`src/rtl/regfile_scoreboard_if.sv`:
```
// Issue, writeback and status signals shared between the decode/issue stage and
// the register-file hazard scoreboard.
interface regfile_scoreboard_if #(
    parameter int AW = 5,
    parameter int CW = 2
);
    logic          issue_valid;
    logic [AW-1:0] issue_rs1;
    logic [AW-1:0] issue_rs2;
    logic          issue_use_rs2;
    logic          issue_wr;
    logic [AW-1:0] issue_rd;
    logic          stall;
    logic          issue_fire;
    logic          wb_valid;
    logic [AW-1:0] wb_rd;
    logic          flush;
    logic          busy;
    logic [AW+CW-1:0] outstanding;
    logic          err_underflow;

    modport master (
        output issue_valid, issue_rs1, issue_rs2, issue_use_rs2, issue_wr, issue_rd,
        output wb_valid, wb_rd, flush,
        input  stall, issue_fire, busy, outstanding, err_underflow
    );

    modport slave (
        input  issue_valid, issue_rs1, issue_rs2, issue_use_rs2, issue_wr, issue_rd,
        input  wb_valid, wb_rd, flush,
        output stall, issue_fire, busy, outstanding, err_underflow
    );
endinterface

```
`src/rtl/regfile_scoreboard.sv`:
```
// Per-register outstanding-write counters that stall issue on RAW hazards and on
// counter saturation; writebacks release one tracked write each.
module regfile_scoreboard #(
    parameter int NREGS = 32,
    parameter int AW    = 5,
    parameter int CW    = 2
) (
    input logic                  clk,
    input logic                  rst_n,
    regfile_scoreboard_if.slave  sb
);
    logic [CW-1:0]    r_cnt [NREGS];
    logic             r_busy;
    logic [AW+CW-1:0] r_outstanding;
    logic             r_err;

    logic [CW-1:0]    w_nxt  [NREGS];
    logic             w_rel  [NREGS];
    logic             w_pend [NREGS];
    logic             w_rd_sat;
    logic             w_stall;
    logic             w_fire;
    logic             w_inc;
    logic             w_uflow;
    logic [AW+CW-1:0] w_sum;

    // A last in-flight write committing this cycle no longer blocks its readers.
    always_comb begin
        for (int unsigned r = 0; r < NREGS; r++) begin
            w_rel[r]  = (r != 0) && sb.wb_valid && (sb.wb_rd == AW'(r));
            w_pend[r] = (r_cnt[r] > CW'(1)) || ((r_cnt[r] == CW'(1)) && !w_rel[r]);
        end
    end

    always_comb begin
        w_rd_sat = sb.issue_wr && (sb.issue_rd != '0) &&
                   (r_cnt[sb.issue_rd] == '1) && !w_rel[sb.issue_rd];
        w_stall  = sb.issue_valid &&
                   (w_pend[sb.issue_rs1] || (sb.issue_use_rs2 && w_pend[sb.issue_rs2]) || w_rd_sat);
        w_fire   = sb.issue_valid && !w_stall;
        w_inc    = w_fire && sb.issue_wr && (sb.issue_rd != '0);
    end

    always_comb begin
        w_uflow = 1'b0;
        w_sum   = '0;
        for (int unsigned r = 0; r < NREGS; r++) begin
            w_nxt[r] = r_cnt[r];
            if (r == 0 || sb.flush) begin
                w_nxt[r] = '0;
            end else begin
                if (w_rel[r] && r_cnt[r] == '0)
                    w_uflow = 1'b1;
                if (w_inc && sb.issue_rd == AW'(r)) begin
                    if (!w_rel[r])
                        w_nxt[r] = r_cnt[r] + CW'(1);
                end else if (w_rel[r] && r_cnt[r] != '0) begin
                    w_nxt[r] = r_cnt[r] - CW'(1);
                end
            end
            w_sum = w_sum + (AW+CW)'(w_nxt[r]);
        end
    end

    always_ff @(posedge clk or negedge rst_n) begin
        if (!rst_n) begin
            for (int unsigned r = 0; r < NREGS; r++)
                r_cnt[r] <= '0;
            r_busy        <= 1'b0;
            r_outstanding <= '0;
            r_err         <= 1'b0;
        end else begin
            r_cnt         <= w_nxt;
            r_busy        <= (w_sum != '0);
            r_outstanding <= w_sum;
            r_err         <= r_err | w_uflow;
        end
    end

    assign sb.stall         = w_stall;
    assign sb.issue_fire    = w_fire;
    assign sb.busy          = r_busy;
    assign sb.outstanding   = r_outstanding;
    assign sb.err_underflow = r_err;
endmodule

```
`src/flat_wrapper.sv`:
```
// flat-port wrapper written by rule: the top's interface ports become plain ports
module regfile_scoreboard_flat 
#(
    parameter int NREGS = 32,
    parameter int AW    = 5,
    parameter int CW    = 2
)
  (clk, rst_n, sb_issue_valid, sb_issue_rs1, sb_issue_rs2, sb_issue_use_rs2, sb_issue_wr, sb_issue_rd, sb_wb_valid, sb_wb_rd, sb_flush, sb_stall, sb_issue_fire, sb_busy, sb_outstanding, sb_err_underflow);
  regfile_scoreboard_if #(.AW(AW), .CW(CW)) sb_i ();
  input logic clk;
  input logic rst_n;
  input wire logic [$bits(sb_i.issue_valid)-1:0] sb_issue_valid;
  input wire logic [$bits(sb_i.issue_rs1)-1:0] sb_issue_rs1;
  input wire logic [$bits(sb_i.issue_rs2)-1:0] sb_issue_rs2;
  input wire logic [$bits(sb_i.issue_use_rs2)-1:0] sb_issue_use_rs2;
  input wire logic [$bits(sb_i.issue_wr)-1:0] sb_issue_wr;
  input wire logic [$bits(sb_i.issue_rd)-1:0] sb_issue_rd;
  input wire logic [$bits(sb_i.wb_valid)-1:0] sb_wb_valid;
  input wire logic [$bits(sb_i.wb_rd)-1:0] sb_wb_rd;
  input wire logic [$bits(sb_i.flush)-1:0] sb_flush;
  output wire logic [$bits(sb_i.stall)-1:0] sb_stall;
  output wire logic [$bits(sb_i.issue_fire)-1:0] sb_issue_fire;
  output wire logic [$bits(sb_i.busy)-1:0] sb_busy;
  output wire logic [$bits(sb_i.outstanding)-1:0] sb_outstanding;
  output wire logic [$bits(sb_i.err_underflow)-1:0] sb_err_underflow;
  assign sb_i.issue_valid = sb_issue_valid;
  assign sb_i.issue_rs1 = sb_issue_rs1;
  assign sb_i.issue_rs2 = sb_issue_rs2;
  assign sb_i.issue_use_rs2 = sb_issue_use_rs2;
  assign sb_i.issue_wr = sb_issue_wr;
  assign sb_i.issue_rd = sb_issue_rd;
  assign sb_i.wb_valid = sb_wb_valid;
  assign sb_i.wb_rd = sb_wb_rd;
  assign sb_i.flush = sb_flush;
  assign sb_stall = sb_i.stall;
  assign sb_issue_fire = sb_i.issue_fire;
  assign sb_busy = sb_i.busy;
  assign sb_outstanding = sb_i.outstanding;
  assign sb_err_underflow = sb_i.err_underflow;
  regfile_scoreboard #(.NREGS(NREGS), .AW(AW), .CW(CW)) u_core (.clk(clk), .rst_n(rst_n), .sb(sb_i));
endmodule
```
`config.mk`:
```
export PLATFORM = sky130hd
export DESIGN_NAME = regfile_scoreboard_flat
export DESIGN_NICKNAME = d
export VERILOG_FILES = /design/src/rtl/regfile_scoreboard_if.sv /design/src/rtl/regfile_scoreboard.sv /design/src/flat_wrapper.sv
export SDC_FILE = /design/constraint.sdc
export NUM_CORES = 1
export LEC_CHECK = 0
export CAP_MARGIN = 20
export CELL_PAD_IN_SITES_DETAIL_PLACEMENT = 1
export CELL_PAD_IN_SITES_GLOBAL_PLACEMENT = 1
export CORE_UTILIZATION = 50
export DETAILED_ROUTE_END_ITERATION = 6
export MAX_ROUTING_LAYER = met4
export PLACE_DENSITY = 0.9
export REMOVE_ABC_BUFFERS = 1
export SYNTH_ARGS = -nofsm -noshare
export SYNTH_HDL_FRONTEND = slang
export SYNTH_SLANG_ARGS = --single-unit
```
`constraint.sdc`:
```
create_clock -name clk -period 20.7 [get_ports clk]
set_input_delay 4.14 -clock clk [delete_from_list [all_inputs] [get_ports clk]]
set_output_delay 4.14 -clock clk [all_outputs]
set_load 0.05 [all_outputs]
```
==> metrics.txt <==
clock tree buffer depth=2; gr ovfl total=0; die boundary width=141 µm; Post-CTS Hold Fix Bufs=0; Least-Margin Pin Slew=about 1000 ps; post-layout min period=roughly 16000 ps; endpoints failing hold=0; largest net degree at the start of global routing=63; Comb power frac=50.7%; Initial Util=51.5%; Final Max Slew Viols=0; part of the cycle the worst path needs=74.9%; startpoint types=input port; Peak supply drop=between 100 and 150 µV; Netlist cell types=82; share of layout cells above drive strength 1=under 10%; PD cells=70.9 nW/µm²; vias=10100; clock power share=26.2%; Post-Syn Area per Cell=8.29 µm²; Slew Limit Headroom=30.6%; worst path arrival time=15750 ps; DR pass1 iterations=6; GPL Wtd Cong=1.03; post-CTS setup buffer count=0; # IOs=38; Min-Delay Path Depth=1; max-cap violations=0; Final setup viols=0; Sw Ratio=44.0%; num rows=50; top cells by count, synth=nor2_1, inv_1, nand2_1; CTS sink count=71; RSZ-0062 raised after global routing=false; GRT Util Overall=43.6%; area grow syn2layout=8.33%; drc violations=0; nets=about 1300; DR WL/cell=28.7 µm; number of synthesized flops with an enable pin=0; Cells after Synth=1173; 1st-iter DRT viols=1354; clock latency reported for the late side of the worst-skew pair=roughly 360 ps; top-count cell post-synth=nor2_1; n_diodes=0; most used cell, CP=fa_1; share of power burned in registers=a little under a quarter; Sum Neg Setup Slack=0 ps; Crit-path slowest cell=clkdlybuf4s50_1; CP required=20930 ps; pre-CTS WS=5020 ps; yosys warns=0; status=finished clean; Worst setup EP type=flop; dominant cell type by area after synthesis=dfrtp_1; first-pass GRT wire length=~63 mm; Final WS setup=a little over 5000 ps; crit path kind=input port to flop; top cells by area, synth=dfrtp_1, fa_1, ha_1; Core Region=18900 µm²; die area=20000 µm²; HPWL Detailed=31.0 mm; CTS tree=done; CP Max Fanout=62; Worst Reg-to-Reg Cells=31; Clock transition at path regs=about 70 ps; DIE HEIGHT=between 100 and 150 µm; antenna-violating nets left=0; async set or reset register ratio after synthesis=between 90% and 100%; Post-synth top flop=dfrtp_1; root buf cell=clkbuf_16; register area share after synthesis=18.3%; H-Tree Depth=3; Pint=419 µW; post-cts repair resize count=0; Final Skew=a little over 9 ps; Seq cells post-synth=71; Sw Pwr=329 µW; Worst path max stage delay=850 ps; I/O Buffers=37; initial antenna violation count=0; vias in the first global route=10300; P_leak=4.22 nW; vias per cell=7.07; final WL=41.0 mm; HP Class=flop to flop; share of Yosys cell area claimed by the top area cell type=a little under a fifth; Mapped Area=~9700 µm²; maximum clock frequency=around 64 MHz; Num CTS Buffers=9
## power groups by stage
stage / Combinational [mW] / Sequential [mW] / Clock [mW]
6_report: 0.379 / 0.172 / 0.196
5_1_grt: 0.416 / 0.173 / 0.200
4_1_cts: 0.373 / 0.171 / 0.194
3_5_place_dp: 0.367 / 0.173 / 0
3_3_place_gp: 0.344 / 0.173 / 0
2_1_floorplan: 0.227 / 0.180 / 0
## placed cells by master (no fill, tap or decap), drive strengths merged, types with 7 or more instances in the layout
cell type      count
clkdlybuf4s50     35
a211oi            15
a311oi            26
inv              123
or4               17
mux2i             28
a31oi             42
nand3             31
a32oi              7
and2              11
o31a              15
nand2b            13
buf               14
o21a               7
mux2              24
fa                57
clkbuf            12
nor3              39
o21ai             36
nor2             157
mux4               8
o22ai              8
or3               13
ha                74
dfrtp             71
nand4             23
a21oi             19
nor2b             18
nand2             76
xnor2             13
a221oi             9
nor4               7
## path summary, 6_finish.rpt
path	start	to	slack, ps
setup / recovery	sb_wb_rd[0]	u_core.sb.busy	5190
hold / removal	u_core.sb.err_underflow	u_core.sb.err_underflow	480
setup reg to reg	u_core.r_cnt[1]	u_core.sb.busy	9600
hold reg to reg	u_core.sb.err_underflow	u_core.sb.err_underflow	480
max in group asynchronous	rst_n	u_core.r_cnt[23]	15940
min in group asynchronous	rst_n	u_core.r_cnt[5]	3620
## per-stage QoR
step           hold WS, ps  power (mW)  cells  area [µm²]  utilization (%)
2_1_floorplan          571       0.407   1105        9410                -
3_3_place_gp           467       0.517   1414       10200             53.9
3_5_place_dp           467       0.540   1414       10200             53.9
4_1_cts                491       0.738   1430       10500             55.8
5_1_grt                517       0.789   1431       10500             55.8
6_report               481       0.747   1431       10500             55.8
## metal layers
metal | routed length, µm | GRT usage, % | share of wire (%) | vias to the layer above
li1 | - | - | - | 4241
met1 | 16000 | 54.1 | 39 | 4974
met2 | 18100 | 66.1 | 44 | 696
met3 | 4120 | 8.81 | 10 | 204
met4 | 2800 | 25.9 | 6.8 | 0
met5 | 0 | - | 0 | -
## kinds of logic (layout without fill, tap and decap cells)
| logic type | Yosys count | count (layout) | share of synthesized area [%] |
|---|---|---|---|
| xor gates and xnor gates | 15 | 15 | 1.35 |
| and+or+nand+nor | 446 | 446 | 23.5 |
| AOI/OAI and AO/OA | 260 | 260 | 20.1 |
| DFF | 71 | 71 | 18.3 |
| buffers and inverters | 190 | 188 | 8.04 |
| adders and majority gates | 131 | 131 | 21.2 |
| muxes | 60 | 60 | 7.51 |
## critical path, delay by kind of cell
family	cells	cell delay, ps
mux	2	580
simple gates	9	3600
buf+inv	3	990
fa+ha+maj	10	5100
compound gates	6	1280
## state kept, by name (all words and copies together) (netlist names)
name and count:
u_core.r_cnt 62, u_core.sb.busy 1, u_core.sb.err_underflow 1, u_core.sb.outstanding 7
## layout make-up
cell class	instances	area [µm²]
clock buffer	11	243
clock inverter	5	104
sequential	71	1780
tap	260	325
inverter	122	458
multi-input combinational	912	7180
fill	2283	8350
timing repair buffer	50	458
Note: power is estimated with default switching activity, not from simulation.
